**src/rtl/uart_pkg.sv**
```systemverilog
// Shared definitions for the UART transmit path: FSM states, baud divisors,
// frame constants and the parity helper.
package uart_pkg;

    typedef enum logic [2:0] {
        ST_IDLE,
        ST_START,
        ST_DATA,
        ST_PARITY,
        ST_STOP
    } tx_state_e;

    localparam int FRAME_BITS = 11;
    localparam int OVERSAMPLE = 16;

    // Clocks per oversample tick at 50 MHz with 16x oversampling.
    function automatic logic [13:0] baud_divisor(input logic [2:0] sel);
        logic [13:0] div;
        case (sel)
            3'b000:  div = 14'd10417;
            3'b001:  div = 14'd2604;
            3'b010:  div = 14'd651;
            3'b011:  div = 14'd326;
            3'b100:  div = 14'd163;
            3'b101:  div = 14'd81;
            3'b110:  div = 14'd54;
            default: div = 14'd27;
        endcase
        return div;
    endfunction

    function automatic logic even_parity(input logic [7:0] data);
        return ^data;
    endfunction

endpackage

```
**src/rtl/uart_tx_tick_gen.sv**
```systemverilog
// Restartable clock divider producing a one-cycle tick every 'divisor' clocks
// while enabled.
module uart_tx_tick_gen
    import uart_pkg::*;
(
    input  logic        clk,
    input  logic        reset,
    input  logic        enable,
    input  logic        restart,
    input  logic [13:0] divisor,
    output logic        tick
);

    logic [13:0] cnt_q;
    logic [13:0] cnt_d;
    logic        last;

    assign last = (cnt_q == (divisor - 14'd1));
    assign tick = enable && !restart && last;

    always_comb begin
        cnt_d = cnt_q;
        if (restart) begin
            cnt_d = 14'd0;
        end else if (enable) begin
            cnt_d = last ? 14'd0 : cnt_q + 14'd1;
        end
    end

    always_ff @(posedge clk or posedge reset) begin
        if (reset) begin
            cnt_q <= 14'd0;
        end else begin
            cnt_q <= cnt_d;
        end
    end

endmodule

```
**src/rtl/uart_transmitter.sv**
```systemverilog
// UART transmitter: start, 8 data bits LSB first, even parity, stop; each bit
// lasts 16 divider ticks. TxD and Tx_BUSY are registered from the next state.
module uart_transmitter
    import uart_pkg::*;
#(
    parameter int SIM_DIV = 0
) (
    input  logic       clk,
    input  logic       reset,
    input  logic [7:0] Tx_DATA,
    input  logic [2:0] baud_select,
    input  logic       Tx_EN,
    input  logic       Tx_WR,
    output logic       TxD,
    output logic       Tx_BUSY
);

    tx_state_e   state_q, state_d;
    logic [7:0]  shift_q, shift_d;
    logic        parity_q, parity_d;
    logic [2:0]  baud_q, baud_d;
    logic [3:0]  tick_cnt_q, tick_cnt_d;
    logic [2:0]  bit_idx_q, bit_idx_d;
    logic        txd_q, txd_d;
    logic        busy_q, busy_d;

    logic        accept;
    logic        tick;
    logic        bit_done;
    logic [13:0] divisor;

    assign accept   = Tx_WR && Tx_EN && !busy_q;
    assign divisor  = (SIM_DIV != 0) ? 14'(SIM_DIV) : baud_divisor(baud_q);
    assign bit_done = tick && (tick_cnt_q == 4'(OVERSAMPLE - 1));

    uart_tx_tick_gen u_tick_gen (
        .clk     (clk),
        .reset   (reset),
        .enable  (state_q != ST_IDLE),
        .restart (accept),
        .divisor (divisor),
        .tick    (tick)
    );

    always_comb begin
        state_d    = state_q;
        shift_d    = shift_q;
        parity_d   = parity_q;
        baud_d     = baud_q;
        tick_cnt_d = tick_cnt_q;
        bit_idx_d  = bit_idx_q;

        if (state_q == ST_IDLE) begin
            if (accept) begin
                state_d    = ST_START;
                shift_d    = Tx_DATA;
                parity_d   = even_parity(Tx_DATA);
                baud_d     = baud_select;
                tick_cnt_d = 4'd0;
                bit_idx_d  = 3'd0;
            end
        end else if (tick) begin
            // The 4-bit tick counter wraps to 0 exactly at each bit boundary.
            tick_cnt_d = tick_cnt_q + 4'd1;
            if (bit_done) begin
                unique case (state_q)
                    ST_START: begin
                        state_d   = ST_DATA;
                        bit_idx_d = 3'd0;
                    end
                    ST_DATA: begin
                        shift_d = {1'b0, shift_q[7:1]};
                        if (bit_idx_q == 3'd7) begin
                            state_d = ST_PARITY;
                        end else begin
                            bit_idx_d = bit_idx_q + 3'd1;
                        end
                    end
                    ST_PARITY: state_d = ST_STOP;
                    ST_STOP:   state_d = ST_IDLE;
                    default:   state_d = ST_IDLE;
                endcase
            end
        end

        txd_d  = 1'b1;
        busy_d = (state_d != ST_IDLE);
        case (state_d)
            ST_START:  txd_d = 1'b0;
            ST_DATA:   txd_d = shift_d[0];
            ST_PARITY: txd_d = parity_d;
            default:   txd_d = 1'b1;
        endcase
    end

    always_ff @(posedge clk or posedge reset) begin
        if (reset) begin
            state_q    <= ST_IDLE;
            shift_q    <= 8'd0;
            parity_q   <= 1'b0;
            baud_q     <= 3'd0;
            tick_cnt_q <= 4'd0;
            bit_idx_q  <= 3'd0;
            txd_q      <= 1'b1;
            busy_q     <= 1'b0;
        end else begin
            state_q    <= state_d;
            shift_q    <= shift_d;
            parity_q   <= parity_d;
            baud_q     <= baud_d;
            tick_cnt_q <= tick_cnt_d;
            bit_idx_q  <= bit_idx_d;
            txd_q      <= txd_d;
            busy_q     <= busy_d;
        end
    end

    assign TxD     = txd_q;
    assign Tx_BUSY = busy_q;

endmodule

```
**config.mk**
```make
export PLATFORM = sky130hd
export DESIGN_NAME = uart_transmitter
export DESIGN_NICKNAME = d
export VERILOG_FILES = /design/src/rtl/uart_pkg.sv /design/src/rtl/uart_tx_tick_gen.sv /design/src/rtl/uart_transmitter.sv
export SDC_FILE = /design/constraint.sdc
export NUM_CORES = 1
export LEC_CHECK = 0
export ABC_CLOCK_PERIOD_IN_PS = 6980
export BUFFER_PORTS_ARGS = -buffer_cell sky130_fd_sc_hd__buf_2
export CAP_MARGIN = 15
export CORE_ASPECT_RATIO = 1.2
export CORE_MARGIN = 2
export CORE_UTILIZATION = 56
export CTS_CLUSTER_SIZE = 16
export DETAILED_ROUTE_END_ITERATION = 10
export PLACE_DENSITY_LB_ADDON = 0.12
export SYNTH_ARGS = -nofsm -noshare
export SYNTH_HDL_FRONTEND = slang
export SYNTH_SLANG_ARGS = --single-unit
export TNS_END_PERCENT = 5
```
**constraint.sdc**
```tcl
create_clock -name clk -period 6.98 [get_ports clk]
set_clock_uncertainty 0.2 [all_clocks]
set_input_delay 0 -clock clk [delete_from_list [all_inputs] [get_ports clk]]
set_output_delay 0 -clock clk [all_outputs]
set_load 0.01 [all_outputs]
```
==> results of run 1 <==
repair_timing:
item	4_1_cts	5_1_grt
setup endpoints to repair	0	0
hold endpoints to repair	48	0
hold buffers	11	0
worst min-delay path by stage:
| stage | endpoint | cells past startpoint |
|---|---|---|
| after floorplan | baud_q[1] | 2 |
| after global placement | state_q[2] | 3 |
| after detailed placement | state_q[2] | 3 |
| after CTS | shift_q[0] | 5 |
| after global routing | shift_q[0] | 5 |
| final | shift_q[0] | 5 |
placed cells by master (no fill, tap or decap), types with 6 or more instances in the layout:
master,n
nand3_1,10
nand2_1,42
o21ai_1,7
dfrtp_1,37
nor2_1,20
o31ai_1,8
o21ai_0,23
dlygate4sd3_1,11
a22oi_1,6
xnor2_1,12
nor3_1,8
inv_1,9
buf_2,16
nand2b_1,6
and3_1,8
flip-flops by register name, summed over array words and instances (netlist names):
signal,flops
TxD,1
parity_q,1
shift_q,8
state_q,3
baud_q,3
tick_cnt_q,4
bit_idx_q,3
Tx_BUSY,1
u_tick_gen.cnt_q,14
logic make-up after synthesis:
kind of cell | Yosys count
compound gates | 67
mux | 4
flops | 38
simple gates | 118
buf+inv | 25
fa+ha+maj | 5
xor+xnor | 17
cell type report:
type	instances	area [sq um]
fill	360	1500
clock buffer	7	76.3
timing repair buffer	29	205
sequential	38	952
tap	56	70.1
clock inverter	1	30.0
multi-input combinational	211	1320
inverter	11	41.3
layer usage:
metal,vias to the layer above,wire length [um],GRT usage [%]
li1,1013,-,-
met1,941,2110,26.3
met2,29,2590,43.3
met3,10,128,3.99
met4,0,122,10.9
met5,-,0,0
report_power, final:
| group | internal, mW | switching [mW] | total, mW |
|---|---|---|---|
| Clock | 0.107 | 0.0788 | 0.186 |
| Sequential | 0.220 | 0 | 0.220 |
| Combinational | 0.0117 | 0.00960 | 0.0213 |
| Total | 0.339 | 0.0884 | 0.427 |
metrics by stage:
stage               hold WS, ps  power (mW)  util [%]  setup slack [ps]
CTS                         132       0.432      64.3              3440
global route                164       0.441      64.3              3130
finish                      138       0.427      64.3              3470
floorplan                 -94.6       0.234         -              3850
global placement          -58.8       0.241      59.1              3580
detailed placement        -48.6       0.241      59.1              3480
critical path, delay by kind of cell (launching register included):
| family | cells | cell delay [ps] |
|---|---|---|
| fa+ha+maj | 1 | 220 |
| mux | 1 | 320 |
| buf+inv | 1 | 80 |
| simple gates | 6 | 1540 |
| flops | 1 | 740 |
| compound gates | 2 | 280 |
==> impl_summary.md, run 1 <==
Status
The run finished with clean final reports.

Timing
The max-slew violation total from the final report was 0. The worst path in the final design needs a cycle of 3510 ps, including I/O delays and setup. For the pin with the worst max-slew slack, the measured transition is 867 ps.

Timing would allow up to 0.285 GHz. After layout, the worst path uses 50.3% of the clock period. Setup violations remaining at the end of the flow were counted as 0. Headroom to the max-slew limit came out at 42.1%. The number of hold violations in the final report came to 0. For the final routed database, the setup TNS stands at 0 ps.

Setup repair after global routing left no endpoint under its margin.

Layout
The area growth from synthesis to layout is 12.1%. The total non-filler cell area in the finished layout is 2700 sq um. In the final design database the tool counted 316 nets. The count of placed standard cells in the final layout, fillers left out is 353.

The final antenna diode count is 0. The share of final-layout standard cells stronger than drive strength 1 is 12.5%.

Clock tree
Clock latency on the worst-skew pair, taken at its later pin, is 290 ps. The number of sinks on the clock net is 38. The cell at the root of the clock tree is clkbuf_8. The deepest clock path buffer count is 2. The number of levels the H-tree was split into is 2. The clock tree from TritonCTS is built. The clock-pin slew reported for the worst setup and hold paths after clock tree synthesis is 80 ps. Gates resized during post-CTS repair numbered 0. Counting the buffers created by CTS gives 5. In this run the post-CTS setup repair buffer count came out at 0.

Power and ir drop
For this design the static power due to leakage is 1.23 nW. The total power divided by cell area is 158 nW/um^2. The worst-case IR drop observed on VDD is 0.0965 mV.

Place
The global placement routability congestion is 0.831. Once detailed placement completed, the half-perimeter wirelength came to 3430 um. The number of buffer cells added on primary ports is 16. The number of placed instances, taps included, is 334.

The area of placed instances is 2480 sq um.

Synthesis
The count of distinct cell types in the synthesized netlist is 53. The main combinational cell family by area after synthesis is simple AND/OR/NAND/NOR gates. After synthesis, the most frequently instantiated cells are nand2_1, dfrtp_1, o21ai_0. In the synthesized netlist the async set-or-reset flop fraction comes to 100%.

The gate count after technology mapping is 274. The flip-flop and latch count after synthesis is 38. The number of nets in the synthesized netlist is 294. Yosys printed 0 warnings. Of all cell types, the one taking the most synthesized area is dfrtp_1. The leading cell type by number of instances after synthesis is nand2_1. Of the post-synthesis cell area, the part taken by muxes is 1.87%. The post-synthesis compound-gate area fraction is 18.9%. In this run, synthesis inferred 0 flip-flops with an integrated enable.

The synthesized netlist devotes 25.4% of its cell area to simple gates. The share of the yosys chip area belonging to registers is 39.6%. In this run the biggest area consumer among cell types represents 38.5% of the synthesized area.

The xor/xnor cell area share of the yosys netlist is 6.19%. The most used flip-flop cell after synthesis is dfrtp_1. The adder and majority gate portion of the synthesized area is 2.60%. In this run the cell area of the synthesized design comes to 2410 sq um. The post-synthesis area per instance is 8.78 sq um. By area the synthesized netlist is led by dfrtp_1, nand2_1, o21ai_0.

Setup path
The setup slack of the most critical reg-to-reg path is 3470 ps. On the worst path, the slowest cell contributes a delay of 740 ps. The critical path is of the reg2reg type. The critical path ends at Tx_BUSY. The worst setup path is launched from a flip-flop. The worst register-to-register path begins at baud_q[1]. The depth of the worst register-to-register path is 11.

The master of the slowest instance on the critical path is dfrtp_1. The worst register-to-register path ends at Tx_BUSY. In this run the worst setup path begins at baud_q[1]. The cell occurring most often along the worst timing path is or3_1. The worst setup path is captured at a flip-flop. At the worst endpoint, the required time is 6950 ps. The data arrival time at the worst-slack endpoint is 3480 ps.

Traced cell by cell, the critical path runs through nand3b_1 > nand2_1 > ha_1 > nor2b_1 > o21ai_0 > a21oi_1 > or3_1 > nor3_4 > mux2i_1 > inv_1 > or3_1. Of all nets on the critical path, the largest fanout is 22.

Die
The initial cell density of the core is 57.3%. Measured along the x axis, the die boundary spans 63.8 um. The core region area is 4200 sq um. The floorplan step defined a die boundary enclosing 4840 sq um. The number of core rows is 26. The number of top-level pins is 17. The die is 75.8 um tall.

Global route
The via count of the first global-routing pass was 2017. The maximum number of pins on one net before global-route repair is 39. The first global-routing pass estimated 8790 um of wire. Summed over all layers, the global routing overflow is 0. The total routing resource utilization after global routing is 23.3%. The initial antenna violation count is 0.

Detailed routing
The final wirelength is 4950 um. In the routed design, unresolved DRC markers number 0. The number of violations reported at the end of detailed-routing iteration 0 is 113. In the routed layout, each cell is associated on average with a via count of 5.65. Dividing the detail-routed wire length by the instance count gives 14.0 um. The total vias in the final route is 1993. The detailed-routing iteration count for the pre-antenna-repair pass is 4. Once detail routing completed, the nets flagged for antenna violations numbered 0.

Worst hold path
The min-delay analysis places its worst path in the category in2reg. The worst hold path begins at Tx_DATA[0].

Job
The tool flagged a number of max-cap violations equal to 0.
(Power assumes the default switching activity.)
==> run 2: changes to the inputs <==
--- a/config.mk
+++ b/config.mk
@@ -5,12 +5,13 @@
 export SDC_FILE = /design/constraint.sdc
 export NUM_CORES = 1
 export LEC_CHECK = 0
-export ABC_CLOCK_PERIOD_IN_PS = 6980
+export ABC_AREA = 1
+export ABC_CLOCK_PERIOD_IN_PS = 2900
 export BUFFER_PORTS_ARGS = -buffer_cell sky130_fd_sc_hd__buf_2
 export CAP_MARGIN = 15
 export CORE_ASPECT_RATIO = 1.2
 export CORE_MARGIN = 2
-export CORE_UTILIZATION = 56
+export CORE_UTILIZATION = 54
 export CTS_CLUSTER_SIZE = 16
 export DETAILED_ROUTE_END_ITERATION = 10
 export PLACE_DENSITY_LB_ADDON = 0.12
==> constraint.sdc (replaced) <==
create_clock -name clk -period 2.9 [get_ports clk]
set_clock_uncertainty 0.2 [all_clocks]
set_input_delay 0 -clock clk [delete_from_list [all_inputs] [get_ports clk]]
set_output_delay 0 -clock clk [all_outputs]
set_load 0.01 [all_outputs]
==> impl_summary.md, run 2 <==
Status
The flow ran to the end, and the final reports show no timing, DRC or antenna violations.

Power and ir drop
The leakage power total was 1.37 nW (+11%). The worst supply voltage drop on vdd is 0.397 mV (+310%). The total power divided by cell area came to 869 nW/um^2 (+450%). The total chip power is 2.48 mW (+480%).

Global route
The first-pass GRT wire length is 9730 um (+11%). The via count of the first global-routing pass is 2243 (+11%). The maximum number of pins on one net before global-route repair is 39 (unchanged).

The total routing resource utilization after global routing is 24.9% (+1.6 points). The initial antenna violation count is 0 (unchanged). The total congestion overflow is 0 (unchanged).

Setup path
The worst setup path is launched from a flip-flop. The required arrival time at the worst endpoint is 2920 ps (-4030 ps). The data arrival time at the worst-slack endpoint is 2730 ps (-750 ps).

The element type at the critical path end is a flip-flop. The maximum fanout count along the critical path is 5 (-77%). The depth of the worst register-to-register path is 19 (+8). By startpoint and endpoint, the worst setup path is classified as reg2reg.

Timing
The post-layout worst setup margin came to 191 ps (-3280 ps). The total setup violations reported at the end of the flow is 0 (unchanged). The worst hold margin is 85.5 ps (-53.0 ps). The share of the clock period used by the worst path is 93.4% (+43 points). Setup repair after global routing could not meet its margin everywhere. The worst slew margin relative to its limit is 68.3% (+26 points). The max-slew violation total from the final report is 0 (unchanged). The worst-margin pin slew is 476 ps (-391 ps). The number of hold violations in the final report is 0 (unchanged). The highest achievable clock rate is 0.369 GHz (+30%). The final critical delay including setup and external delays is 2710 ps (-800 ps).

Detailed routing
The final antenna-violating net count is 0 (unchanged). The routed length per instance is 13.5 um (-4.0%). The number of violations reported at the end of detailed-routing iteration 0 came to 157 (+39%). The total vias in the final route is 2211 (+11%). The final wirelength is 5600 um (+13%). The detailed-route vias per instance is 5.31 (-5.9%). The post-route DRC violation count was 0 (unchanged). The detailed-routing iteration count for the pre-antenna-repair pass is 4 (unchanged).

Synthesis
Yosys attributes the largest share of cell area to dfrtp_1, nand2_1, nand3_1. The fraction of registers with async set/reset came to 100% (unchanged). The post-synthesis area per instance is 7.58 sq um (-14%). In the synthesized netlist the dominant register cell turns out to be dfrtp_1. The mapped cell area is 2390 sq um (-0.47%). The flip-flop and latch count after synthesis is 38 (unchanged). The total number of yosys warnings is 0 (unchanged). The synthesized design spends more area on one cell type than any other, namely dfrtp_1. The share of the yosys chip area belonging to registers is 39.8% (+0.19 points). The area share of the largest cell type after synthesis is 38.7% (+0.18 points). The gate count after technology mapping is 316 (+15%). The count of distinct cell types in the synthesized netlist is 39 (-26%). The count of flip-flops with a built-in enable after synthesis is 0 (unchanged). The leading cell type by number of instances after synthesis is nand2_1.

In the synthesized netlist, the cells that appear most often are nand2_1, nand3_1, dfrtp_1. The number of nets in the synthesized netlist is 336 (+14%).

Layout
In the layout the commonest cells are nand2_1, nand3_1, dfrtp_1. The flip-flop count of the largest register after layout came to 14 (unchanged). The final layout net count is 379 (+20%). The final antenna diode count is 0 (unchanged). The area growth from synthesis to layout is 19.2%. The largest registers in the layout are u_tick_gen.cnt_q x14, shift_q x8, tick_cnt_q x4. Counting flops per register, the top entry is u_tick_gen.cnt_q. The share of final-layout standard cells stronger than drive strength 1 is 18.9% (+6.4 points). The commonest non-fill, non-tap cell in the layout is nand2_1.

Place
The number of buffer cells added on primary ports came to 16 (unchanged). The post-place setup slack was 146 ps (-3340 ps). The global placement routability congestion was 0.877 (+5.5%). The half-perimeter wire length after placement is 4090 um (+19%).

Die
The core region area is 4260 sq um (+1.6%). The initial cell density of the core is 56.2% (-1.1 points). The die span in y is 77.0 um (+1.5%).

The number of top-level pins is 17 (unchanged). The die width is 64.8 um (+1.5%). The overall die area is 4990 sq um (+3.0%). The number of core rows is 26 (unchanged).

Clock tree
The number of sinks on the clock net was 38 (unchanged). TritonCTS built the clock tree. The clock-pin slew reported for the worst setup and hold paths after clock tree synthesis is 80 ps (about the same). The clock latency on the worst-skew pair came to 290 ps (about the same). The cell at the root of the clock tree is clkbuf_8.

The number of CTS-inserted buffers is 5 (unchanged). The deepest clock path buffer count is 2 (unchanged). The number of levels the H-tree was split into is 2 (unchanged).

Job
The number of max-cap violations is 0 (unchanged).

Worst hold path
The worst hold path cell count is 6 (+1). The min-delay analysis places its worst path in the category in2reg.
[run 2: cell count changes after synthesis, sizes merged, moves of 7 or more]
cell and delta:
buf -7, nand2 +47, o21ai -12, nand3 +33, and3 -8, o31ai -8
inv +25
[run 2: cells by family (layout without fill, tap and decap cells)]
kind of cell    Yosys count  after routing  synth area share, %
xor+xnor                 18             18                 6.58
buf+inv                  42             86                 6.79
fa+ha+maj                 5              5                 2.61
flops                    38             38                 39.8
simple gates            172            172                 33.8
compound gates           41             41                 10.4
[run 2: cell type report]
class	count	area [sq um]
clock inverter	2	12.5
sequential	38	955
clock buffer	6	82.6
tap	56	70.1
timing repair buffer	40	293
fill	396	1410
multi-input combinational	236	1290
inverter	38	149
[run 2: final timing paths]
check	slack, ps	to	start
worst min-delay path	90	u_tick_gen.cnt_q[10]	Tx_EN
worst max register to register	190	TxD	baud_q[2]
worst min register to register	290	shift_q[3]	shift_q[3]
min in group asynchronous	150	u_tick_gen.cnt_q[9]	reset
max in group asynchronous	1980	TxD	reset
worst max-delay path	190	TxD	baud_q[2]
[run 2: power by group]
part / leakage (nW) / internal (mW) / switching, mW
registers: 0.486 / 0.697 / 0.143
logic: 0.836 / 0.471 / 0.799
clock network: 0.0472 / 0.191 / 0.182
total: 1.37 / 1.36 / 1.12
[run 2: routing by layer]
| metal | share of wire (%) | GRT usage (%) | up-vias | wire [um] |
|---|---|---|---|---|
| li1 | - | - | 1125 | - |
| met1 | 39 | 28.5 | 1026 | 2210 |
| met2 | 55 | 46.0 | 46 | 3080 |
| met3 | 3.4 | 3.81 | 14 | 193 |
| met4 | 2.1 | 8.51 | 0 | 116 |
| met5 | 0 | 0 | - | 0 |
[run 2: critical path, cell delays in order (launching register included)]
cell	delay (ps)
dfrtp_2	460
nand2_4	100
nand2_4	70
nand2_4	70
clkinv_2	60
ha_1	310
nand2_1	90
nand3_1	80
nor2_1	100
nand2_1	50
nor2_1	90
nand3_1	120
nor2_4	210
nand3_4	130
inv_4	100
nand3b_1	110
nand3_2	90
nand3_1	90
nand2_1	80
nand2_1	50
[run 2: per-stage QoR]
step / setup TNS, ps / std cells / util [%] / cell area, sq um
floorplan: 0 / 316 / - / 2390
global placement: 0 / 391 / 60.5 / 2580
detailed placement: 0 / 391 / 60.5 / 2580
CTS: 0 / 412 / 65.8 / 2810
global route: -343 / 416 / 67.0 / 2860
finish: 0 / 416 / 67.0 / 2860
[run 2: repair_timing]
action                     in CTS  in global routing
buffers inserted                0                  4
hold buffers                   13                  0
gates resized for setup         0                  7
hold endpoints to repair       50                  0
setup endpoints to repair       0                 15
==> run 3: changes to the inputs <==
--- a/config.mk
+++ b/config.mk
@@ -5,17 +5,18 @@
 export SDC_FILE = /design/constraint.sdc
 export NUM_CORES = 1
 export LEC_CHECK = 0
-export ABC_AREA = 1
 export ABC_CLOCK_PERIOD_IN_PS = 2900
 export BUFFER_PORTS_ARGS = -buffer_cell sky130_fd_sc_hd__buf_2
 export CAP_MARGIN = 15
 export CORE_ASPECT_RATIO = 1.2
 export CORE_MARGIN = 2
-export CORE_UTILIZATION = 54
+export CORE_UTILIZATION = 55
 export CTS_CLUSTER_SIZE = 16
 export DETAILED_ROUTE_END_ITERATION = 10
 export PLACE_DENSITY_LB_ADDON = 0.12
+export RECOVER_POWER = 25
 export SYNTH_ARGS = -nofsm -noshare
 export SYNTH_HDL_FRONTEND = slang
+export SYNTH_HIERARCHICAL = 1
 export SYNTH_SLANG_ARGS = --single-unit
 export TNS_END_PERCENT = 5
==> impl_summary.md, run 3 <==
Status
The flow ran to the end, but the final reports show violations. The final reports fail on negative setup slack.

Clock tree
The clock-pin slew reported for the worst setup and hold paths after clock tree synthesis is 80 ps (about the same). The number of levels the H-tree was split into is 2 (unchanged). The number of CTS-inserted buffers is 5 (unchanged).

The number of sinks on the clock net was 38 (unchanged). The clock latency on the worst-skew pair was 300 ps (about the same). The cell at the root of the clock tree is clkbuf_8.

TritonCTS built the clock tree. The deepest clock path buffer count is 2 (unchanged).

Setup path
The maximum fanout count along the critical path is 6 (+1). The critical path is of the reg2reg type. The data arrival time at the worst-slack endpoint came to 4150 ps (+1420 ps). The worst flop-to-flop path endpoint is TxD.

The required arrival time at the worst endpoint is 2920 ps (about the same). The depth of the worst register-to-register path is 18 (-1). The startpoint identified for the worst register-to-register timing path is baud_q[0]. The critical path startpoint is baud_q[0]. The critical path ends at TxD. The worst setup path is captured at a flip-flop. The setup slack of the most critical reg-to-reg path was -1230 ps (-1420 ps). The worst setup path is launched from a flip-flop.

Synthesis
The count of distinct cell types in the synthesized netlist is 66 (+69%). The multiplexer share of the synthesized area came to 3.93% (+3.9 points). The total number of yosys warnings came to 6 (+6). The fraction of registers with async set/reset is 100% (unchanged). The adder and majority gate portion of the synthesized area came to 2.26% (-0.35 points).

The post-synthesis simple-gate area fraction came to 24.2% (-9.6 points). The gate count after technology mapping is 281 (-11%). dfrtp_1 takes more of the synthesized area than any other cell. The post-synthesis compound-gate area fraction is 16.7% (+6.2 points). After synthesis, the largest family of logic cells by area is simple AND/OR/NAND/NOR gates. The count of flip-flops with a built-in enable after synthesis was 0 (unchanged). After synthesis, the cell types taking the most area are dfrtp_1, xnor2_1, xor2_1. The post-synthesis area per instance is 9.84 sq um (+30%). The area share of the largest cell type after synthesis is 33.5% (-5.2 points). The xor/xnor cell area share of the yosys netlist is 12.0% (+5.4 points).

Among all flip-flop cells after synthesis, the most frequent one is dfrtp_1. The flip-flop and latch count after synthesis came to 38 (unchanged). The leading cell type by number of instances after synthesis is dfrtp_1. By count the netlist is led by dfrtp_1, xnor2_1, nor2_1.

The share of the yosys chip area belonging to registers is 34.4% (-5.3 points). The mapped cell area came to 2770 sq um (+16%).

Layout
The area growth from synthesis to layout is 41.0%. The total non-filler cell area in the finished layout was 3900 sq um (+37%). The final core area utilization was 79.5% (+13 points). In the final layout, the registers with the most flip-flops are u_tick_gen/cnt_q x14, shift_q x8, tick_cnt_q x4.

The final layout net count is 404 (+6.6%). The top register by number of flip-flops is u_tick_gen/cnt_q. The flip-flop count of the largest register after layout is 14 (unchanged). The final antenna diode count is 0 (unchanged). Leaving out fill and tap cells, the most frequent cells in the layout are buf_4, dfrtp_1, xnor2_1.

The commonest non-fill, non-tap cell in the layout is buf_4. The share of final-layout standard cells stronger than drive strength 1 is 44.9% (+26 points).

Power and ir drop
The total chip power is 2.17 mW (-13%). The leakage power total is 1.84 nW (+34%). The worst supply voltage drop on vdd was 0.305 mV (-23%). The total power divided by cell area is 556 nW/um^2 (-36%).

Worst hold path
In this run the most critical hold path is launched from Tx_DATA[0]. The worst hold path class is in2reg.

Global route
The total routing resource utilization after global routing is 27.1% (+2.2 points). The total congestion overflow is 0 (unchanged). The initial antenna violation count is 0 (unchanged). The via count of the first global-routing pass is 2582 (+15%).

The maximum number of pins on one net before global-route repair was 25 (-36%). The first-pass GRT wire length is 11400 um (+17%).

Die
The number of top-level pins is 17 (unchanged). The number of core rows is 28 (+7.7%). The die width is 68.7 um (+6.1%). The core region area is 4900 sq um (+15%). The overall die area came to 5620 sq um (+13%). The die span in y was 81.7 um (+6.2%).

The initial cell density of the core is 56.4% (+0.21 points).

Timing
The number of hold violations in the final report is 0 (unchanged). The post-layout worst setup margin was -1230 ps (-1420 ps). The share of the clock period used by the worst path was 142% (+49 points). The total setup violations reported at the end of the flow is 34 (+34).

The worst slew margin relative to its limit is 38.9% (-29 points). Setup repair after global routing could not meet its margin everywhere. The final critical delay including setup and external delays was 4130 ps (+1420 ps). The worst-margin pin slew is 916 ps (+440 ps).

The max-slew violation total from the final report is 0 (unchanged). The highest achievable clock rate is 0.242 GHz (-34%). The total negative setup slack came to -28120 ps (-28120 ps).

Detailed routing
The routed length per instance is 16.9 um (+26%). The detailed-route vias per instance is 5.75 (+8.2%). The post-route DRC violation count is 0 (unchanged).

The final wirelength is 7530 um (+34%). The number of violations reported at the end of detailed-routing iteration 0 was 98 (-38%). The total vias in the final route was 2559 (+16%).

The final antenna-violating net count is 0 (unchanged). The detailed-routing iteration count for the pre-antenna-repair pass is 4 (unchanged).

Place
The area of placed instances is 3330 sq um (+29%). The number of buffer cells added on primary ports is 16 (unchanged). The global placement routability congestion came to 0.871 (-0.67%).

The half-perimeter wire length after placement is 4730 um (+16%).

Job
The number of max-cap violations was 0 (unchanged).
-- run 3: cell count changes after synthesis, sizes merged, moves of 9 or more --
cell   delta
inv      -20
and3      +9
xnor2    +13
nand3    -38
nand2    -77
-- run 3: layout make-up --
cell class                      instances  area (sq um)
Timing Repair Buffer                  105           812
Inverter                               16          60.1
Tap cell                               60          75.1
Sequential cell                        38           956
Fill cell                             307          1000
Clock buffer                            7          86.3
Multi-Input combinational cell        218          1880
Clock inverter                          1          30.0
-- run 3: worst min path at each step --
stage,end,slack [ps],cells past startpoint
finish,shift_q[0],70,4
detailed placement,u_tick_gen/cnt_q[2],-110,2
floorplan,u_tick_gen/cnt_q[0],-310,1
CTS,shift_q[0],70,4
global route,shift_q[0],110,4
global placement,u_tick_gen/cnt_q[2],-110,2
-- run 3: metrics by stage --
step / instances / worst slack (ps) / hold WS (ps)
after floorplan: 286 / -1010 / -311
after global placement: 410 / -1250 / -113
after detailed placement: 410 / -1310 / -110
after CTS: 439 / -1100 / 73.1
after global routing: 445 / -1320 / 108
final: 445 / -1230 / 74.2
-- run 3: kinds of logic (layout without fill, tap and decap cells) --
kind of cell	Yosys count	count (layout)
and+or+nand+nor	102	102
AOI/OAI and AO/OA	57	57
xor gates and xnor gates	38	38
DFF	38	38
buffers and inverters	30	129
muxes	10	10
adders and majority gates	5	5
other	1	6
-- run 3: report_power, final --
group | leakage, nW | total [mW] | internal (mW) | switching [mW]
sequential | 0.466 | 0.711 | 0.617 | 0.0937
combinational | 1.31 | 0.982 | 0.524 | 0.459
clock | 0.0585 | 0.474 | 0.281 | 0.194
-- run 3: per-layer routing --
layer  vias up  GRT usage (%)  routed length, um
li1       1227              -                  -
met1      1253           29.0               2900
met2        59           50.8               4150
met3        20           4.52                211
met4         0           11.8                261
met5         -              0                  0
-- run 3: timing repair --
action,CTS,global route
hold endpoints to repair,47,0
gates resized for setup,22,23
hold buffers,11,0
setup buffers,10,6
pin swaps,10,11
setup endpoints to repair,34,34
-- run 3: worst max-delay path, stage by stage, from the launching register on --
cell      delay (ps)
dfrtp_2          450
buf_12           140
buf_4            130
o21ai_2          160
nand2b_4          80
buf_4            130
buf_4            140
nor2_1           200
nand2_2          170
o41ai_4          390
nand4_1          210
nor4b_4          340
and3_1           220
nand4_1          100
buf_6            160
or4_4            420
buf_6            140
a32oi_2          160
o32ai_2          110
